## src/rtl/delay_cal_pkg.sv

```systemverilog
// Shared types and constants for the delay-line tap calibration sequencer.
// Imported by the synchroniser and the top-level FSM.
package delay_cal_pkg;

  typedef enum logic [2:0] {
    IDLE,
    CRST,
    FIRE,
    SYNC,
    EVAL
  } cal_state_t;

  localparam int SYNC_CYC = 2;

endpackage

```

## src/rtl/delay_tap_cal_sync2.sv

```systemverilog
// Two-flop synchroniser bringing the asynchronous tap output into clk.
// Both stages reset to the chain's settled value.
module sync2
  import delay_cal_pkg::*;
#(
  parameter logic RVAL = 1'b0
) (
  input  logic clk,
  input  logic rst,
  input  logic d,
  output logic q
);

  logic ff1_q, ff1_d;
  logic ff2_q, ff2_d;

  always_comb begin
    ff1_d = d;
    ff2_d = ff1_q;
  end

  always_ff @(posedge clk) begin
    if (rst) begin
      ff1_q <= RVAL;
      ff2_q <= RVAL;
    end else begin
      ff1_q <= ff1_d;
      ff2_q <= ff2_d;
    end
  end

  assign q = ff2_q;

endmodule

```

## src/rtl/delay_tap_cal.sv

```systemverilog
// Calibration sequencer: resets the delay chain, launches an edge, samples
// the selected tap and sweeps upward to lock on the last contiguous good tap.
module delay_tap_cal
  import delay_cal_pkg::*;
#(
  parameter int   NTAPS    = 8,
  parameter int   NTRIAL   = 4,
  parameter int   RST_CYC  = 2,
  parameter int   WAIT_CYC = 3,
  parameter logic RVAL     = 1'b0,
  parameter logic RPOL     = 1'b0,
  localparam int  TW       = $clog2(NTAPS)
) (
  input  logic          clk,
  input  logic          rst,
  input  logic          start,
  output logic          busy,
  output logic          done,
  output logic          locked,
  output logic          err,
  output logic [TW-1:0] tap,
  output logic [TW-1:0] tap_sel,
  output logic          chain_rst,
  output logic          launch,
  input  logic          sample_async
);

  localparam int MAXC = (RST_CYC > WAIT_CYC) ? RST_CYC : WAIT_CYC;
  localparam int CW   = $clog2(MAXC + 1);

  cal_state_t    state_q, state_d;
  logic [CW-1:0] cnt_q, cnt_d;
  logic [7:0]    trial_q, trial_d;
  logic [TW-1:0] tap_sel_q, tap_sel_d;
  logic [TW-1:0] tap_q, tap_d;
  logic          busy_q, busy_d;
  logic          done_q, done_d;
  logic          locked_q, locked_d;
  logic          err_q, err_d;
  logic          chain_rst_q, chain_rst_d;
  logic          launch_q, launch_d;
  logic          pass_q, pass_d;
  logic          samp_s;

  sync2 #(.RVAL(RVAL)) u_sync (
    .clk (clk),
    .rst (rst),
    .d   (sample_async),
    .q   (samp_s)
  );

  always_comb begin
    state_d     = state_q;
    cnt_d       = cnt_q;
    trial_d     = trial_q;
    tap_sel_d   = tap_sel_q;
    tap_d       = tap_q;
    busy_d      = busy_q;
    done_d      = 1'b0;
    locked_d    = locked_q;
    err_d       = err_q;
    chain_rst_d = chain_rst_q;
    launch_d    = launch_q;
    pass_d      = pass_q;
    unique case (state_q)
      IDLE: begin
        chain_rst_d = RPOL;
        launch_d    = RVAL;
        if (start) begin
          locked_d  = 1'b0;
          err_d     = 1'b0;
          tap_sel_d = '0;
          trial_d   = '0;
          cnt_d     = '0;
          busy_d    = 1'b1;
          state_d   = CRST;
        end
      end
      CRST: begin
        if (cnt_q == CW'(RST_CYC - 1)) begin
          cnt_d       = '0;
          chain_rst_d = ~RPOL;
          launch_d    = ~RVAL;
          state_d     = FIRE;
        end else begin
          cnt_d = cnt_q + 1'b1;
        end
      end
      FIRE: begin
        if (cnt_q == CW'(WAIT_CYC - 1)) begin
          cnt_d   = '0;
          state_d = SYNC;
        end else begin
          cnt_d = cnt_q + 1'b1;
        end
      end
      SYNC: begin
        // Let the synchroniser flush the fresh sample before judging it.
        if (cnt_q == CW'(SYNC_CYC - 1)) begin
          cnt_d       = '0;
          pass_d      = (samp_s == ~RVAL);
          chain_rst_d = RPOL;
          launch_d    = RVAL;
          state_d     = EVAL;
        end else begin
          cnt_d = cnt_q + 1'b1;
        end
      end
      EVAL: begin
        if (pass_q && trial_q < 8'(NTRIAL - 1)) begin
          trial_d = trial_q + 8'd1;
          state_d = CRST;
        end else if (pass_q && tap_sel_q != TW'(NTAPS - 1)) begin
          tap_sel_d = tap_sel_q + 1'b1;
          trial_d   = '0;
          state_d   = CRST;
        end else begin
          if (pass_q) begin
            tap_d    = TW'(NTAPS - 1);
            locked_d = 1'b1;
          end else if (tap_sel_q == '0) begin
            tap_d = '0;
            err_d = 1'b1;
          end else begin
            tap_d    = tap_sel_q - 1'b1;
            locked_d = 1'b1;
          end
          done_d  = 1'b1;
          busy_d  = 1'b0;
          state_d = IDLE;
        end
      end
      default: begin
        chain_rst_d = RPOL;
        launch_d    = RVAL;
        busy_d      = 1'b0;
        state_d     = IDLE;
      end
    endcase
  end

  always_ff @(posedge clk) begin
    if (rst) begin
      state_q     <= IDLE;
      cnt_q       <= '0;
      trial_q     <= '0;
      tap_sel_q   <= '0;
      tap_q       <= '0;
      busy_q      <= 1'b0;
      done_q      <= 1'b0;
      locked_q    <= 1'b0;
      err_q       <= 1'b0;
      chain_rst_q <= RPOL;
      launch_q    <= RVAL;
      pass_q      <= 1'b0;
    end else begin
      state_q     <= state_d;
      cnt_q       <= cnt_d;
      trial_q     <= trial_d;
      tap_sel_q   <= tap_sel_d;
      tap_q       <= tap_d;
      busy_q      <= busy_d;
      done_q      <= done_d;
      locked_q    <= locked_d;
      err_q       <= err_d;
      chain_rst_q <= chain_rst_d;
      launch_q    <= launch_d;
      pass_q      <= pass_d;
    end
  end

  assign busy      = busy_q;
  assign done      = done_q;
  assign locked    = locked_q;
  assign err       = err_q;
  assign tap       = tap_q;
  assign tap_sel   = tap_sel_q;
  assign chain_rst = chain_rst_q;
  assign launch    = launch_q;

endmodule

```

## config.mk

```make
export PLATFORM = sky130hd
export DESIGN_NAME = delay_tap_cal
export DESIGN_NICKNAME = d
export VERILOG_FILES = /design/src/rtl/delay_cal_pkg.sv /design/src/rtl/delay_tap_cal_sync2.sv /design/src/rtl/delay_tap_cal.sv
export SDC_FILE = /design/constraint.sdc
export NUM_CORES = 1
export LEC_CHECK = 0
export ABC_AREA = 1
export CAP_MARGIN = 20
export CORE_MARGIN = 2
export CORE_UTILIZATION = 31
export DETAILED_ROUTE_END_ITERATION = 6
export PLACE_DENSITY = 0.5
export SLEW_MARGIN = 30
export SYNTH_ARGS = -nofsm -noshare
export SYNTH_HDL_FRONTEND = slang
export SYNTH_SLANG_ARGS = --single-unit
```

## constraint.sdc

```tcl
create_clock -name clk -period 2.17 [get_ports clk]
set_input_delay 0.434 -clock clk [delete_from_list [all_inputs] [get_ports clk]]
set_output_delay 0.434 -clock clk [all_outputs]
set_load 0.02 [all_outputs]
```

After elaboration in Yosys (flattened, before gate mapping)
Index checks and enable logic that the tools add are counted.

Register bits after elaboration: 27. Output and inout port bits: 12.

Add/sub/neg operators: 4. Magnitude comparators: 1. Equal/unequal tests: 18. Multiplexer cells: 40. Bitwise operators: 5. Reductions and logical operators: 20.

Operator list (count): $mux W3 (9); $mux W8 (3); $ne A2 B2 Y1 const B (9); $mux W1 (17); $pmux W8 S2 (1); $pmux W3 S5 (1); $reduce_and A4 Y1 (3); $ne A3 B3 Y1 const B (3); $reduce_and A3 Y1 (3); $add A8 B1 Y8 const B (1); $lt A8 B2 Y1 const B (1); $eq A3 B2 Y1 const B (2); $logic_not A3 Y1 (2); $mux W2 (3); $pmux W1 S3 (2); $pmux W2 S3 (1); $pmux W3 S2 (1); $reduce_and A6 Y1 (1); $reduce_or A3 Y1 (2); $not A1 Y1 (5); $reduce_and A5 Y1 (1); $pmux W1 S2 (2); $reduce_and A2 Y1 (2); $reduce_or A2 Y1 (2); other kinds (10) (11).

Depth between registers and ports, before layout
Gate-level depths: netlist of run 1.

Word-level depth: 6. Gate-level depth with buffers: 10.

Cells and area by module
Synthesis of run 1 repeated with hierarchy kept, for this count alone.

Cells, all modules: 179. Area, all modules: 1416.4 sq um.

By module, submodules not included: delay_tap_cal (times used 1, cells an instance 173, area an instance 1361.3 sq um, seq. area each 500.5 sq um); sync2 (times used 1, cells an instance 6, area an instance 55.1 sq um, seq. area each 40.0 sq um).

Least setup slack after synthesis of run 1
Ideal clock, no wire load.

Path kind: reg-to-reg. Start: register tap_sel_q[0], in the netlist tap_sel[0]. End: register trial_q[0]. Library setup time: 128 ps. Arrival time: 1389 ps. Required time: 2042 ps. Path slack: 653 ps. Stages on the path, launching flop included: 11. Buffers on the path: 0. Period minus slack after synthesis: 1517 ps. Path through: dfxtp_1 ha_1 ha_1 inv_1 nand2_1 nand3_2 clkinv_2 nand2_4 nand2_4 a21oi_2 nor2_1.

Cells in the longest elaborated chain, start to end: 4.

RTL lines: from (decl) (RTL line delay_tap_cal.sv:34) `logic [TW-1:0] tap_sel_q, tap_sel_d;`; from (signal assigned) (RTL line delay_tap_cal.sv:160) `tap_sel_q <= tap_sel_d;`; $ne A3 B3 Y1 (RTL line delay_tap_cal.sv:113) `end else if (pass_q && tap_sel_q != TW'(NTAPS - 1)) begin`; $logic_and A1 B1 Y1 (RTL line delay_tap_cal.sv:113); $ne A3 B3 Y1 (no line); $reduce_and A3 Y1 (no line); to (signal assigned) (RTL line delay_tap_cal.sv:159) `trial_q <= trial_d;`; to (decl) (RTL line delay_tap_cal.sv:33) `logic [7:0] trial_q, trial_d;`.

No other way between the ends. A chain may end at the register's enable or synchronous reset.

Worst setup path in the final report of run 1
Start: register tap_sel_q[2], in the netlist tap_sel[2]. End: output port tap_sel[2].

RTL lines: to (decl) (RTL line delay_tap_cal.sv:22) `output logic [TW-1:0] tap_sel,`.

No word-level cell between the ends.

==> impl_metrics.ini, run 1 <==
[clock_tree]
root_buffer = clkbuf_8
cts_tree = built
clk_pin_slew_ns = 0.10
htreeDepth = 1
cts_buffers = 3
cts_hold_buf = 0
post-cts-setup-buffer-count = 0
cts_resized = 0
clk_path_buf_depth = 2
numClockSinks = 27
clock_latency_ns = 0.27

[sta]
hold_violations = 0
setup-tns-final_ns = 0
finClkSkew_ns = 0.0122
fin_crit_sh = 0.828
setup_violations = 0
rsz0062_at_grt = false
fmax_mhz = 556
finalMaxSlewViolations = 0
worstMarginPinSlew_ns = 0.457
max-slew-margin-rel = 0.695
min_period_ns = 1.80

[routing]
vias_per_cell = 4.65
first_pass_iters = 4
drcViolationCount = 0
vias = 1131
drt-initial-drc-count = 53
routedWlPerCell_um = 11.4
ant_nets = 0
wl_um = 2780

[setup_path]
r2r_cells = 10
cp_slowest_stage_delay_ns = 0.66
path_buf_inv = 1
startpoint = tap_sel[2]
worst_path_max_delay_cell = clkdlybuf4s50_1
crit_path_end_kind = output pin
cp.depth = 1
crit_type = reg2out
critPathLaunchType = flop
crit_family = buffers and inverters
worstReg2RegEnd = trial_q[0]
r2r_start = tap_sel[0]
worstPathRequired_ns = 1.74
path_cells = clkdlybuf4s50_1
crit_fanout = 5
cp.arrival_ns = 1.36
r2r_slack_ns = 0.58

[pwr]
ir_drop_mv = 0.433
leakage_nw = 0.629
powerDensity_mw_per_mm2 = 826

[logic_synthesis]
yosysMostFrequentCell = nand2_1
yosysTopAreaCellShare = 0.400
synth_top_area_cell = dfxtp_1
async_flop_share = 0
netlist-cell-type-count = 26
syn_inst = 177
syn-num-nets = 186
synth.top_cells.by_count = 37 x nand2_1, 27 x dfxtp_1, 21 x inv_1, 17 x nor2_1, 15 x a21oi_1
synthFlopType = dfxtp_1
synth_edf_count = 0
yosysWarnings = 0
yosys-top-cells-area = dfxtp_1 40%, nand2_1 10%, inv_1 5.8%
synth_seq_area_share = 0.400
avgSynthCellArea_um2 = 7.63
ys_ff_latch = 27
syn_area_mm2 = 0.00135

[grt]
grt_pass1_wl_um = 4820
antenna_found_initial = 0
grt_usage = 0.120
grt_max_degree = 17
overflow = 0
grt_pass1_vias = 1056

[outcome]
status = finished, final reports clean

[layout]
diodes = 0
final_net_count = 203
syn_to_final_growth_pct = 18.0
multi_input_area_um2 = 689
utilization = 0.390
fillCellCount = 432
seqCellArea_um2 = 541
drive_above_1_share = 0.140
final_area_mm2 = 0.00159

[floorplanning]
die_area_mm2 = 0.00490
die_h_um = 70.0
die_w_um = 70.0
rows = 23
ios = 16
start_util = 0.330
core_area_mm2 = 0.00409

[min_path]
hold_class = reg2reg
hold_start = u_sync.ff1_q
hold-path-endpoint = u_sync.q
hold_depth = 2

[placement]
hpwl_um = 2100
gp_congestion = 0.852
io_buffers = 15
dpl_cell_area_mm2 = 0.00155

[run]
max_cap_violations = 0
-- cell type report --
class | instances | share of cell area
clock buffers | 4 | 0.0283
inverters | 25 | 0.0613
multi-input cells | 121 | 0.433
flip-flops and latches | 27 | 0.339
well taps | 50 | 0.0393
repair buffers | 16 | 0.0990
-- routing by layer --
layer,up-vias,GRT usage,part of all wire
met3,6,0.0404,0.045
met1,500,0.149,0.49
met5,-,0,0
met4,0,0.0342,0.017
li1,600,-,-
met2,25,0.196,0.44
-- cell families (layout without fill, tap and decap cells) --
group / after synthesis / in the layout / synth area share
fa+ha+maj: 5 / 5 / 0.0463
simple gates: 88 / 88 / 0.350
compound gates: 27 / 27 / 0.108
flops: 27 / 27 / 0.400
xor+xnor: 1 / 1 / 0.00649
buf+inv: 29 / 45 / 0.0890
-- power breakdown --
part | switching (mW) | internal, mW | leakage [nW]
clock | 0.156 | 0.132 | 0.0228
sequential | 0.0426 | 0.539 | 0.219
combinational | 0.293 | 0.153 | 0.387
-- worst max-delay path by stage --
stage / to / slack (ns)
6_report: tap_sel[2] / 0.37
5_1_grt: tap_sel[2] / 0.30
3_3_place_gp: trial_q[0] / 0.54
4_1_cts: tap_sel[2] / 0.36
3_5_place_dp: state_q[0] / 0.53
2_1_floorplan: trial_q[0] / 0.65
-- flip-flops by register name, summed over array words and instances, names as in the netlist --
name          flops
trial_q           8
state_q           3
tap               3
tap_sel           3
cnt_q             2
busy              1
done              1
err               1
launch            1
locked            1
pass_q            1
u_sync.ff1_q      1
u_sync.q          1
-- placed cells by master (no fill, tap or decap), types with 5 or more instances in the layout --
master / synthesis / layout
o21ai_0: 7 / 7
nand3_1: 11 / 11
nand2_1: 37 / 37
inv_1: 21 / 21
ha_1: 5 / 5
nand4_1: 5 / 5
nor2_1: 17 / 17
dfxtp_1: 27 / 27
a21oi_1: 15 / 15
clkdlybuf4s50_1: 0 / 15
-- metrics by stage --
step / worst slack (ns) / std cells / hold WS [ns] / power [mW]
final: 0.372 / 243 / 0.410 / 1.32
after CTS: 0.363 / 243 / 0.409 / 1.33
after detailed placement: 0.531 / 239 / 0.396 / 1.04
after global placement: 0.543 / 239 / 0.393 / 1.03
after global routing: 0.298 / 243 / 0.425 / 1.42
after floorplan: 0.653 / 177 / 0.388 / 0.931
Power figures use the tool's default switching activity.
==> inputs of run 2 (changes only) <==
PLACE_DENSITY = 0.52   (was 0.5)
clock period = 1.49 ns   (was 2.17 ns; I/O delays follow)
==> run 2 against run 1 <==
  * Clock power grew 48%
  * Sequential power grew 46%
  * Total power up 49%
  * Via count is 2.6% higher
  * Die area unchanged
  * Register-to-register slack worse by 0.54 ns
  * Combinational power grew 54%
  * Largest cell class unchanged
==> impl_metrics.ini, run 2 (same netlist as run 1, synthesis figures left out) <==
[run]
max_cap_violations = 0

[floorplanning]
ios = 16
die_h_um = 70.0
die_w_um = 70.0
rows = 23
start_util = 0.330
die_area_mm2 = 0.00490
core_area_mm2 = 0.00409

[setup_path]
path_buf_inv = 4
crit_fanout = 3
cp_slowest_stage_delay_ns = 0.35
worst_path_max_delay_cell = dfxtp_2
crit_path_end_kind = flop
r2r_slack_ns = 0.04
critPathLaunchType = flop
crit_top_cell = buf_4
crit_family = buffers and inverters
cp.arrival_ns = 1.66
path_cells = ha_4, ha_1, inv_1, nand2_2, buf_4, inv_2, buf_4, nand4_1, a21oi_1
worstPathRequired_ns = 1.70
crit_type = reg2reg

[routing]
ant_nets = 0
drt-initial-drc-count = 57
vias = 1160
wl_um = 3040
routedWlPerCell_um = 11.8
vias_per_cell = 4.51
first_pass_iters = 4
drcViolationCount = 0

[layout]
layout_commonest_cell = nand2_1
multi_input_area_um2 = 762
drive_above_1_share = 0.271
final_net_count = 217
mostFrequentLayoutCells = 34 x nand2_1, 24 x dfxtp_1, 20 x inv_1
largest_reg_flops = 8
regMostFlops = trial_q
seqCellArea_um2 = 544
utilization = 0.432
diodes = 0
syn_to_final_growth_pct = 30.8
fillCellCount = 420
instances_no_fill = 257

[pwr]
ir_drop_mv = 0.646
leakage_nw = 0.760
powerDensity_mw_per_mm2 = 1110

[clock_tree]
cts_buffers = 3
cts_tree = built
numClockSinks = 27
clk_pin_slew_ns = 0.11
htreeDepth = 1
root_buffer = clkbuf_8
clock_latency_ns = 0.28
cts_hold_buf = 0
clk_path_buf_depth = 2

[placement]
gp_congestion = 0.854
dp_cells = 248
hpwl_um = 2220
io_buffers = 15

[grt]
grt_usage = 0.126
grtUsageMet1 = 0.166
grt_max_degree = 16
grt_pass1_vias = 1067
antenna_found_initial = 0
gr-usage-met3 = 0.0346
use_met2 = 0.208
grt_pass1_wl_um = 5040
grt.busiest_layer = met2
overflow = 0

[outcome]
status = finished, final reports clean

[sta]
min_period_ns = 1.45
finClkSkew_ns = 0.0179
max-slew-margin-rel = 0.760
worstMarginPinSlew_ns = 0.360
finalMaxSlewViolations = 0
fmax_mhz = 690
fin_crit_sh = 0.973
hold_violations = 0
setup_violations = 0

[min_path]
hold_class = reg2reg
-- run 2: area by class of cell --
cell class	count	share of cell area
well taps	50	0.0354
flip-flops and latches	27	0.308
clock inverters	1	0.00283
multi-input cells	121	0.432
repair buffers	30	0.142
inverters	25	0.0560
clock buffers	3	0.0234
-- run 2: layer usage --
metal,up-vias,part of all wire,wire length [µm]
met5,-,0,0
met4,0,0.0056,17
met3,2,0.034,103
met2,18,0.48,1460
met1,517,0.48,1460
li1,623,-,-
-- run 2: per-stage QoR --
step            TNS, ns  hold WS [ns]  power, mW  area [µm²]  setup slack (ns)
3_5_place_dp   -0.00399         0.392       1.52        1620          -0.00399
4_1_cts               0         0.405       1.93        1650            0.0210
5_1_grt         -0.0523         0.431       2.10        1770           -0.0210
3_3_place_gp          0         0.395       1.50        1620            0.0142
6_report              0         0.402       1.96        1770            0.0407
2_1_floorplan         0         0.371       1.36        1350            0.0273
-- run 2: worst min-delay path: stages (launching register included) --
cell,delay (ns)
dfxtp_1,0.30
inv_1,0.04
nor2_1,0.03
-- run 2: worst paths after layout --
kind | start | endpoint | depth (start not counted)
worst max-delay path | tap_sel[0] | tap_sel[0] | 9
worst min-delay path | u_sync.ff1_q | u_sync.q | 2
worst max register to register | tap_sel[0] | tap_sel[0] | 9
worst min register to register | u_sync.ff1_q | u_sync.q | 2
-- run 2: where the power goes --
group / switching [mW] / internal, mW
logic: 0.449 / 0.236
registers: 0.0628 / 0.786
clock network: 0.240 / 0.188
-- run 2: what timing repair did --
item,CTS,global route
resized for setup,13,18
hold endpoints to repair,0,0
endpoints found under the setup margin,16,18
pin swaps,1,6
cloned,0,0
buffers inserted,0,5
==> inputs of run 3 (changes only) <==
CAP_MARGIN = unset   (was 20)
HOLD_SLACK_MARGIN = 0.06   (was unset)
==> results of run 3 <==
Same layout as run 2: the final DEF is identical, and so are final timing and power.
